`src/rtl/multicycle_alu.sv`:
```
// Registered ALU for the multicycle RISC-V datapath: single-cycle add/sub/logic/compare,
// iterative one-bit-per-cycle shifts, results held in ALUOut/bcond until the next completion.
//
// state   | meaning
// --------+-------------------------------------------------------------
// S_IDLE  | waiting for start; single-cycle ops complete on the accepting edge
// S_SHIFT | iterating a shift, counter counts down to terminal count 1
module multicycle_alu #(
   parameter int DATA_WIDTH = 32
) (
   input  logic                  clk_i,
   input  logic                  rst_ni,
   input  logic                  start_i,
   input  logic [3:0]            alu_op_i,
   input  logic [DATA_WIDTH-1:0] in_a_i,
   input  logic [DATA_WIDTH-1:0] in_b_i,
   output logic                  busy_o,
   output logic                  done_o,
   output logic [DATA_WIDTH-1:0] alu_result_o,
   output logic                  alu_bcond_o
);

   localparam int SHW = $clog2(DATA_WIDTH);

   localparam logic [3:0] OP_ADD = 4'd0;
   localparam logic [3:0] OP_SUB = 4'd1;
   localparam logic [3:0] OP_SLL = 4'd2;
   localparam logic [3:0] OP_SRL = 4'd3;
   localparam logic [3:0] OP_XOR = 4'd4;
   localparam logic [3:0] OP_OR  = 4'd5;
   localparam logic [3:0] OP_AND = 4'd6;
   localparam logic [3:0] OP_BEQ = 4'd7;
   localparam logic [3:0] OP_BNE = 4'd8;
   localparam logic [3:0] OP_BLT = 4'd9;
   localparam logic [3:0] OP_BGE = 4'd10;

   typedef enum logic {
      S_IDLE  = 1'b0,
      S_SHIFT = 1'b1
   } state_t;

   state_t                state_q, state_d;
   logic [DATA_WIDTH-1:0] shreg_q, shreg_d;
   logic [SHW-1:0]        cnt_q, cnt_d;
   logic                  left_q, left_d;
   logic [DATA_WIDTH-1:0] result_q, result_d;
   logic                  bcond_q, bcond_d;
   logic                  done_q, done_d;

   logic [SHW-1:0]        shamt;
   logic                  is_shift;
   logic [DATA_WIDTH-1:0] diff;
   logic [DATA_WIDTH-1:0] imm_result;
   logic                  imm_bcond;
   logic [DATA_WIDTH-1:0] shreg_nxt;

   assign shamt     = in_b_i[SHW-1:0];
   assign is_shift  = (alu_op_i == OP_SLL) || (alu_op_i == OP_SRL);
   assign diff      = in_a_i - in_b_i;
   assign shreg_nxt = left_q ? (shreg_q << 1) : (shreg_q >> 1);

   // Only zero-distance shifts reach the single-cycle path, so they pass operand A through.
   always_comb begin
      imm_result = '0;
      imm_bcond  = 1'b0;
      case (alu_op_i)
         OP_ADD:  imm_result = in_a_i + in_b_i;
         OP_SUB:  imm_result = diff;
         OP_SLL,
         OP_SRL:  imm_result = in_a_i;
         OP_XOR:  imm_result = in_a_i ^ in_b_i;
         OP_OR:   imm_result = in_a_i | in_b_i;
         OP_AND:  imm_result = in_a_i & in_b_i;
         OP_BEQ: begin
            imm_result = diff;
            imm_bcond  = (in_a_i == in_b_i);
         end
         OP_BNE: begin
            imm_result = diff;
            imm_bcond  = (in_a_i != in_b_i);
         end
         OP_BLT: begin
            imm_result = diff;
            imm_bcond  = ($signed(in_a_i) < $signed(in_b_i));
         end
         OP_BGE: begin
            imm_result = diff;
            imm_bcond  = ($signed(in_a_i) >= $signed(in_b_i));
         end
         default: begin
            imm_result = '0;
            imm_bcond  = 1'b0;
         end
      endcase
   end

   always_ff @(posedge clk_i or negedge rst_ni) begin
      if (!rst_ni) begin
         state_q  <= S_IDLE;
         shreg_q  <= '0;
         cnt_q    <= '0;
         left_q   <= 1'b0;
         result_q <= '0;
         bcond_q  <= 1'b0;
         done_q   <= 1'b0;
      end else begin
         state_q  <= state_d;
         shreg_q  <= shreg_d;
         cnt_q    <= cnt_d;
         left_q   <= left_d;
         result_q <= result_d;
         bcond_q  <= bcond_d;
         done_q   <= done_d;
      end
   end

   always_comb begin
      state_d  = state_q;
      shreg_d  = shreg_q;
      cnt_d    = cnt_q;
      left_d   = left_q;
      result_d = result_q;
      bcond_d  = bcond_q;
      done_d   = 1'b0;
      case (state_q)
         S_IDLE: begin
            if (start_i) begin
               if (is_shift && (shamt != '0)) begin
                  shreg_d = in_a_i;
                  cnt_d   = shamt;
                  left_d  = (alu_op_i == OP_SLL);
                  state_d = S_SHIFT;
               end else begin
                  result_d = imm_result;
                  bcond_d  = imm_bcond;
                  done_d   = 1'b1;
               end
            end
         end
         S_SHIFT: begin
            shreg_d = shreg_nxt;
            cnt_d   = cnt_q - SHW'(1);
            // Terminal count: this edge takes the counter 1 -> 0 and publishes the result.
            if (cnt_q == SHW'(1)) begin
               result_d = shreg_nxt;
               bcond_d  = 1'b0;
               done_d   = 1'b1;
               state_d  = S_IDLE;
            end
         end
         default: state_d = S_IDLE;
      endcase
   end

   always_comb begin
      busy_o       = (state_q == S_SHIFT);
      done_o       = done_q;
      alu_result_o = result_q;
      alu_bcond_o  = bcond_q;
   end

endmodule

```
`config.mk`:
```
export PLATFORM = sky130hd
export DESIGN_NAME = multicycle_alu
export DESIGN_NICKNAME = d
export VERILOG_FILES = /design/src/rtl/multicycle_alu.sv
export SDC_FILE = /design/constraint.sdc
export NUM_CORES = 1
export LEC_CHECK = 0
export BUFFER_PORTS_ARGS = -buffer_cell sky130_fd_sc_hd__buf_2
export CAP_MARGIN = 0
export CELL_PAD_IN_SITES_DETAIL_PLACEMENT = 2
export CELL_PAD_IN_SITES_GLOBAL_PLACEMENT = 2
export CORE_UTILIZATION = 32
export CTS_CLUSTER_SIZE = 10
export DETAILED_ROUTE_END_ITERATION = 8
export PLACE_DENSITY_LB_ADDON = 0.1
export SETUP_SLACK_MARGIN = 0.4
export SYNTH_ARGS = -nofsm -noshare
export SYNTH_HDL_FRONTEND = slang
export SYNTH_SLANG_ARGS = --single-unit
```
`constraint.sdc`:
```
create_clock -name clk_i -period 2 [get_ports clk_i]
set_clock_uncertainty 0.1 [all_clocks]
set_input_delay 0.4 -clock clk_i [delete_from_list [all_inputs] [get_ports clk_i]]
set_output_delay 0.4 -clock clk_i [all_outputs]
set_load 0.03 [all_outputs]
```
==> impl_metrics.json, run 1 <==
{
  "synth_top_cell_area_share_pct": 19.8,
  "cts_buffer_depth": 2,
  "start_util_pct": 32.8,
  "cts_sinks": 73,
  "place.gp.congestion": 0.961,
  "ys_warn_count": 0,
  "rows": 61,
  "post_cts_resized": 454,
  "haltStage": "4_1_cts",
  "cts-htree-levels": 3,
  "syn_area_sq_mm": 0.00921,
  "ys_ff_latch": 73,
  "holdBufCountCts": 1,
  "async_flop_share_pct": 100,
  "yosys-top-cells-area": "dfrtp_1, ha_1, a21oi_1, nor2_1, o21ai_0",
  "avgSynthCellArea_sq_um": 7.45,
  "synth_ff_type": "dfrtp_1",
  "portBuffers": 105,
  "die_h_microns": 172,
  "synth_area_leader_cell": "dfrtp_1",
  "fp.dieW_microns": 172,
  "syn_nets": 1420,
  "synth_commonest_cells": "a21oi_1, nor2_1, ha_1",
  "cts_setup_buffers": 85,
  "hpwl_microns": 51600,
  "syn_inst": 1237,
  "yosysMostFrequentCell": "a21oi_1",
  "ios": 106,
  "pre_cts_slack_ps": -1860,
  "cts_buffers": 9,
  "synthDistinctLibCells": 87,
  "synth-edff-count": 0,
  "error": "[ERROR DPL-0033] detailed placement checks failed during check placement.",
  "outcome": "stopped before the end",
  "cts_root_buffer": "clkbuf_16",
  "ys_seq_area_share_pct": 19.8
}
metrics by stage:
step,instances,instance area [sq um]
floorplan,1237,10000
global placement,2121,14100
detailed placement,2121,14100
logic make-up after synthesis:
kind of cell | Yosys count | synth area share [%]
AND/OR/NAND/NOR | 356 | 17.6
adder cells (fa/ha/maj) | 112 | 15.4
multiplexers | 38 | 4.54
XOR/XNOR | 15 | 1.43
buffers and inverters | 179 | 7.99
AO/OA/AOI/OAI | 464 | 33.2
flip-flops | 73 | 19.8
==> run 2: changes to the inputs <==
CELL_PAD_IN_SITES_DETAIL_PLACEMENT = not set   (was 2)
CELL_PAD_IN_SITES_GLOBAL_PLACEMENT = not set   (was 2)
CORE_UTILIZATION = 28   (was 32)
CTS_CLUSTER_SIZE = not set   (was 10)
PLACE_DENSITY_LB_ADDON = 0.15   (was 0.1)
SETUP_SLACK_MARGIN = not set   (was 0.4)
clock period = 2.6 ns   (was 2 ns; I/O delays follow)
==> impl_metrics.json, run 2 <==
{
  "startpoint": "in_a_i[0]",
  "grt_max_degree": 73,
  "insertion_delay_ps": 350,
  "sequentialPowerShare_pct": 23.1,
  "p_per_area_mw_per_mm2": 569,
  "place.gp.congestion": 0.963,
  "end_kind": "flip-flop",
  "slew_headroom_pct": 62.9,
  "syn_nets": 1420,
  "comb_power_share_pct": 62.8,
  "arrival_ps": 3040,
  "synth_area_leader_cell": "dfrtp_1",
  "outcome": "complete, but fails checks",
  "grt_setup_unrepaired": "yes",
  "ios": 106,
  "fin_crit_ps": 2930,
  "worstPathRequired_ps": 2700,
  "fp.dieW_microns": 183,
  "area_growth_pct": 68.0,
  "crit_path_end": "alu_result_o[26]$_DFFE_PN0P_",
  "syn_inst": 1237,
  "finalWirelength_microns": 44800,
  "setup_violations": 20,
  "synth_ff_type": "dfrtp_1",
  "stdcell_count": 2204,
  "rrSetupSlack_ps": 30,
  "hold_viol": 0,
  "synth_commonest_cells": "a21oi_1, nor2_1, ha_1",
  "p_int_uw": 4700,
  "post-route-drc-count": 0,
  "core_sq_mm": 0.0325,
  "syn_area_sq_mm": 0.00921,
  "critical_path_class": "input pin to flip-flop",
  "portBuffers": 105,
  "dieArea_sq_mm": 0.0336,
  "antenna_found_initial": 0,
  "clkPwrFrac_pct": 14.1,
  "yosysMostFrequentCell": "a21oi_1",
  "drt_pre_antenna_iters": 5,
  "fmax_mhz": 341,
  "ys_warn_count": 0,
  "overflow": 0,
  "cts_sinks": 73,
  "dp_cells": 2140,
  "final.period_utilization_pct": 113,
  "avgSynthCellArea_sq_um": 7.45,
  "ir_drop_mv": 0.325,
  "final_common_cell": "buf_4",
  "grt_pass1_vias": 11200,
  "drive_above_1_share_pct": 48.0,
  "regArea_sq_mm": 0.00183,
  "rows": 66,
  "power.switching_uw": 4110,
  "cts_buffers": 9,
  "tightest_slew_ps": 556,
  "reg2reg_from": "cnt_q[0]$_DFFE_PN0P_",
  "start_util_pct": 28.4,
  "violations": "negative setup slack",
  "synth_top_cell_area_share_pct": 19.8,
  "postRouteAntennaNets": 0,
  "cts_tree": "yes",
  "rr_worst_depth": 10,
  "r2r-end": "alu_result_o[18]$_DFFE_PN0P_",
  "wl_per_cell_microns": 20.3,
  "post-route-cell-area_sq_mm": 0.0155,
  "vias": 11600,
  "synthDistinctLibCells": 87,
  "final_cell_mix": "buf_4, nor2_1, a21oi_1, nand2_1",
  "num_antenna_cells": 0,
  "via_per_inst": 5.28,
  "fillerInstances": 3205,
  "finalSetupTns_ps": -3230,
  "async_flop_share_pct": 100,
  "grt_use_total_pct": 26.6,
  "die_h_microns": 183,
  "cts_root_buffer": "clkbuf_16",
  "drtIter0Drc": 824,
  "cts_buffer_depth": 2,
  "cts-htree-levels": 3,
  "synth-edff-count": 0,
  "nets": 1940,
  "fin_ws_ps": -334,
  "fin_util_pct": 47.7,
  "swShare_pct": 46.7,
  "multi_input_area_sq_mm": 0.00786,
  "ys_seq_area_share_pct": 19.8,
  "ys_ff_latch": 73,
  "maxCapViolations": 0,
  "holdBufCountCts": 0,
  "hpwl_microns": 36300,
  "hold_path_class": "input pin to async pin",
  "clk_pin_slew_ps": 60,
  "startpoint_type": "input pin",
  "p_leak_uw": 0.00720,
  "yosys-top-cells-area": "dfrtp_1, ha_1, a21oi_1, nor2_1, o21ai_0",
  "finalMaxSlewViolations": 0,
  "grt_pass1_wl_microns": 68000,
  "worstPathMaxFanout": 3,
  "hold_ws_ps": 35.1,
  "dpl_cell_area_sq_mm": 0.0137
}
## run 2: cell counts after synthesis
Identical to the previous run, type by type.
## run 2: timing repair
| action | 4_1_cts | 5_1_grt |
|---|---|---|
| buffers inserted | 34 | 21 |
| resized for setup | 168 | 91 |
| cloned | 0 | 0 |
| endpoints found under the setup margin | 24 | 26 |
| pin swaps | 91 | 81 |
## run 2: power by group through the flow
stage | Sequential (uW) | Clock (uW) | Combinational [uW]
after detailed placement | 2050 | 0 | 5010
after CTS | 2030 | 1260 | 5330
after global routing | 2090 | 1300 | 5960
final | 2030 | 1240 | 5530
after floorplan | 2320 | 0 | 2490
after global placement | 2050 | 0 | 4990
## run 2: how the worst min path moves through the flow
stage | to | slack [ps] | cells past startpoint
3_5_place_dp | alu_result_o[9]$_DFFE_PN0P_ | 400 | 1
3_3_place_gp | alu_result_o[9]$_DFFE_PN0P_ | 410 | 1
6_report | shreg_q[24]$_DFFE_PN0P_ | 40 | 1
5_1_grt | shreg_q[24]$_DFFE_PN0P_ | 70 | 1
2_1_floorplan | alu_bcond_o$_DFFE_PN0P_ | 120 | 0
4_1_cts | shreg_q[28]$_DFFE_PN0P_ | 60 | 1
## run 2: cells by family (layout without fill, tap and decap cells)
kind of cell	after synthesis	after routing	synth area share [%]
xor gates and xnor gates	15	15	1.43
AOI/OAI and AO/OA	464	464	33.2
and+or+nand+nor	356	356	17.6
adders and majority gates	112	112	15.4
muxes	38	38	4.54
DFF	73	73	19.8
buffers and inverters	179	704	7.99
## run 2: final cells by class
class                      count  share of cell area (%)
tap                          442                    3.57
sequential                    73                    11.8
clock buffer                   9                    1.46
timing repair buffer         589                    29.4
clock inverter                 7                   0.380
multi-input combinational    985                    50.8
inverter                      99                    2.64
## run 2: stage by stage
| step | power [uW] | setup WS, ps |
|---|---|---|
| 2_1_floorplan | 4800 | -202 |
| 3_3_place_gp | 7040 | -981 |
| 3_5_place_dp | 7050 | -1030 |
| 4_1_cts | 8610 | -299 |
| 5_1_grt | 9340 | -430 |
| 6_report | 8800 | -334 |
## run 2: worst max-delay path: stages
cell      delay [ps]
buf_8             90
inv_6             30
ha_4             150
fa_2             360
o21bai_4         180
a211oi_4         110
nand2b_4         160
a211o_1          320
o211ai_1         190
buf_4            160
buf_6             90
a21oi_2           50
a211o_1          260
o211ai_1         190
o211ai_1         160
## run 2: per-layer routing
layer	up-vias	wire length, microns	GRT usage, %
met1	5593	21500	39.2
met4	0	1250	7.93
met2	408	19100	39.5
met3	73	2980	3.69
met5	-	0	0
li1	5559	-	-
No activity file was read; power rests on OpenSTA's default activity.
==> run 3: changes to the inputs <==
SETUP_SLACK_MARGIN = 0.05   (was not set)
==> impl_metrics.json, run 3 (same netlist as run 2, synthesis figures left out) <==
{
  "outcome": "complete, but fails checks",
  "violations": "negative setup slack",
  "end_kind": "flip-flop",
  "maxCapViolations": 0,
  "fin_util_pct": 50.0,
  "final_cell_mix": "buf_4, nor2_1, a21oi_1, nand2_1, ha_1",
  "final_common_cell": "buf_4",
  "wl_per_cell_microns": 20.7,
  "place.gp.congestion": 0.954,
  "cts_buffer_depth": 2,
  "final.period_utilization_pct": 108,
  "via_per_inst": 5.26,
  "drtIter0Drc": 938,
  "path_cells": "buf_8 > buf_6 > ha_4 > buf_6 > nor2b_4 > o211ai_1 > nand2_2 > a2111oi_4 > a31oi_2 > a311oi_2 > o21bai_1 > o211a_1 > o311ai_1",
  "finalMaxSlewViolations": 0,
  "slew_headroom_pct": 60.8,
  "clk_pin_slew_ps": 70,
  "grt_pass1_wl_microns": 70300,
  "antenna_found_initial": 1,
  "critical_path_class": "input pin to flip-flop",
  "critPathTopFamily": "compound AO/OA/AOI/OAI gates",
  "post-route-drc-count": 0,
  "area_growth_pct": 76.0,
  "cts-htree-levels": 3,
  "die_h_microns": 183,
  "setup_violations": 21,
  "dp_cells": 2143,
  "fillerInstances": 3137,
  "start_util_pct": 28.4,
  "p_leak_uw": 0.00755,
  "drt_pre_antenna_iters": 5,
  "vias": 11900,
  "drive_above_1_share_pct": 49.9,
  "fmax_mhz": 356,
  "grt_max_degree": 48,
  "finalWirelength_microns": 46700,
  "tightest_slew_ps": 583,
  "hold_viol": 0,
  "worstPathRequired_ps": 2740,
  "worstPathMaxFanout": 3,
  "ir_drop_mv": 0.443,
  "hold_path_class": "input pin to async pin",
  "core_sq_mm": 0.0325,
  "grt_pass1_vias": 11600,
  "cts_tree": "yes",
  "cp.depth": 13,
  "crit_buf_inv": 3,
  "insertion_delay_ps": 340,
  "hpwl_microns": 37100,
  "fin_crit_ps": 2810,
  "arrival_ps": 2950,
  "cpMaxStageDelayCell": "o211ai_1",
  "overflow": 0,
  "grt_setup_unrepaired": "yes",
  "p_per_area_mw_per_mm2": 569,
  "fin_ws_ps": -207,
  "cts_buffers": 9,
  "rr_worst_depth": 9,
  "dieArea_sq_mm": 0.0336,
  "ios": 106,
  "rrSetupSlack_ps": 260,
  "fp.dieW_microns": 183,
  "cts_sinks": 73,
  "postRouteAntennaNets": 0,
  "portBuffers": 105,
  "cts_root_buffer": "clkbuf_16",
  "max_stage_delay_ps": 370,
  "nets": 1992,
  "startpoint_type": "input pin",
  "cpMostUsedCell": "buf_6",
  "pre_cts_slack_ps": -1050,
  "grt_use_total_pct": 27.6,
  "rows": 66,
  "stdcell_count": 2258
}
[run 3: worst register-to-register path: stages (launching register included)]
cell and delay [ps]:
dfrtp_1 410, buf_12 170, mux2_2 330, nand2_1 220, nand2_1 90, a221oi_1 240
o211ai_1 160, a221oi_2 280, buf_4 170, a311oi_2 30
[run 3: power by group]
group / leakage (uW) / total (uW) / switching, uW / internal, uW
clock: 0.000163 / 1470 / 529 / 944
sequential: 0.000923 / 2010 / 404 / 1610
combinational: 0.00647 / 5750 / 3190 / 2560
[run 3: final timing paths]
path / startpoint / to
min in group clk_i: alu_result_o[17]$_DFFE_PN0P_ / alu_result_o[17]$_DFFE_PN0P_
max in group asynchronous: rst_ni / busy_o$_DFF_PN0_
min: rst_ni / shreg_q[24]$_DFFE_PN0P_
max: in_a_i[17] / alu_result_o[29]$_DFFE_PN0P_
max reg2reg: left_q$_DFFE_PN0P_ / alu_result_o[18]$_DFFE_PN0P_
min reg2reg: alu_result_o[17]$_DFFE_PN0P_ / alu_result_o[17]$_DFFE_PN0P_
[run 3: area by class of cell]
cell class | instances | area [sq um] | area share (%)
inverter | 99 | 430 | 2.65
timing repair buffer | 641 | 5120 | 31.6
tap | 442 | 553 | 3.41
sequential | 73 | 1830 | 11.3
antenna | 2 | 5.00 | 0.0309
clock buffer | 10 | 229 | 1.41
multi-input combinational | 985 | 7930 | 48.9
clock inverter | 6 | 115 | 0.710
[run 3: layer usage]
layer | track usage, % | vias to the layer above | share of wire, %
li1 | - | 5657 | -
met1 | 40.3 | 5742 | 48
met2 | 43.2 | 417 | 44
met3 | 2.50 | 50 | 5.7
met4 | 6.70 | 0 | 2.1
met5 | 0 | - | 0
[run 3: timing repair]
item                                    4_1_cts  5_1_grt
resized for setup                           229       96
gates cloned                                  0        0
endpoints found under the setup margin       26       29
pin swaps                                   122       93
buffers inserted                             90       22
hold buffers                                  0        0
[run 3: per-stage QoR]
stage / hold slack [ps] / setup TNS (ps) / total power [uW] / instance area [sq um]
floorplan: 124 / -1600 / 4800 / 9610
global placement: 406 / -18650 / 7050 / 13700
detailed placement: 386 / -19270 / 7070 / 13700
CTS: 59.2 / -2790 / 9010 / 15700
global route: 66.5 / -4420 / 9800 / 16200
finish: 37.8 / -2680 / 9230 / 16200
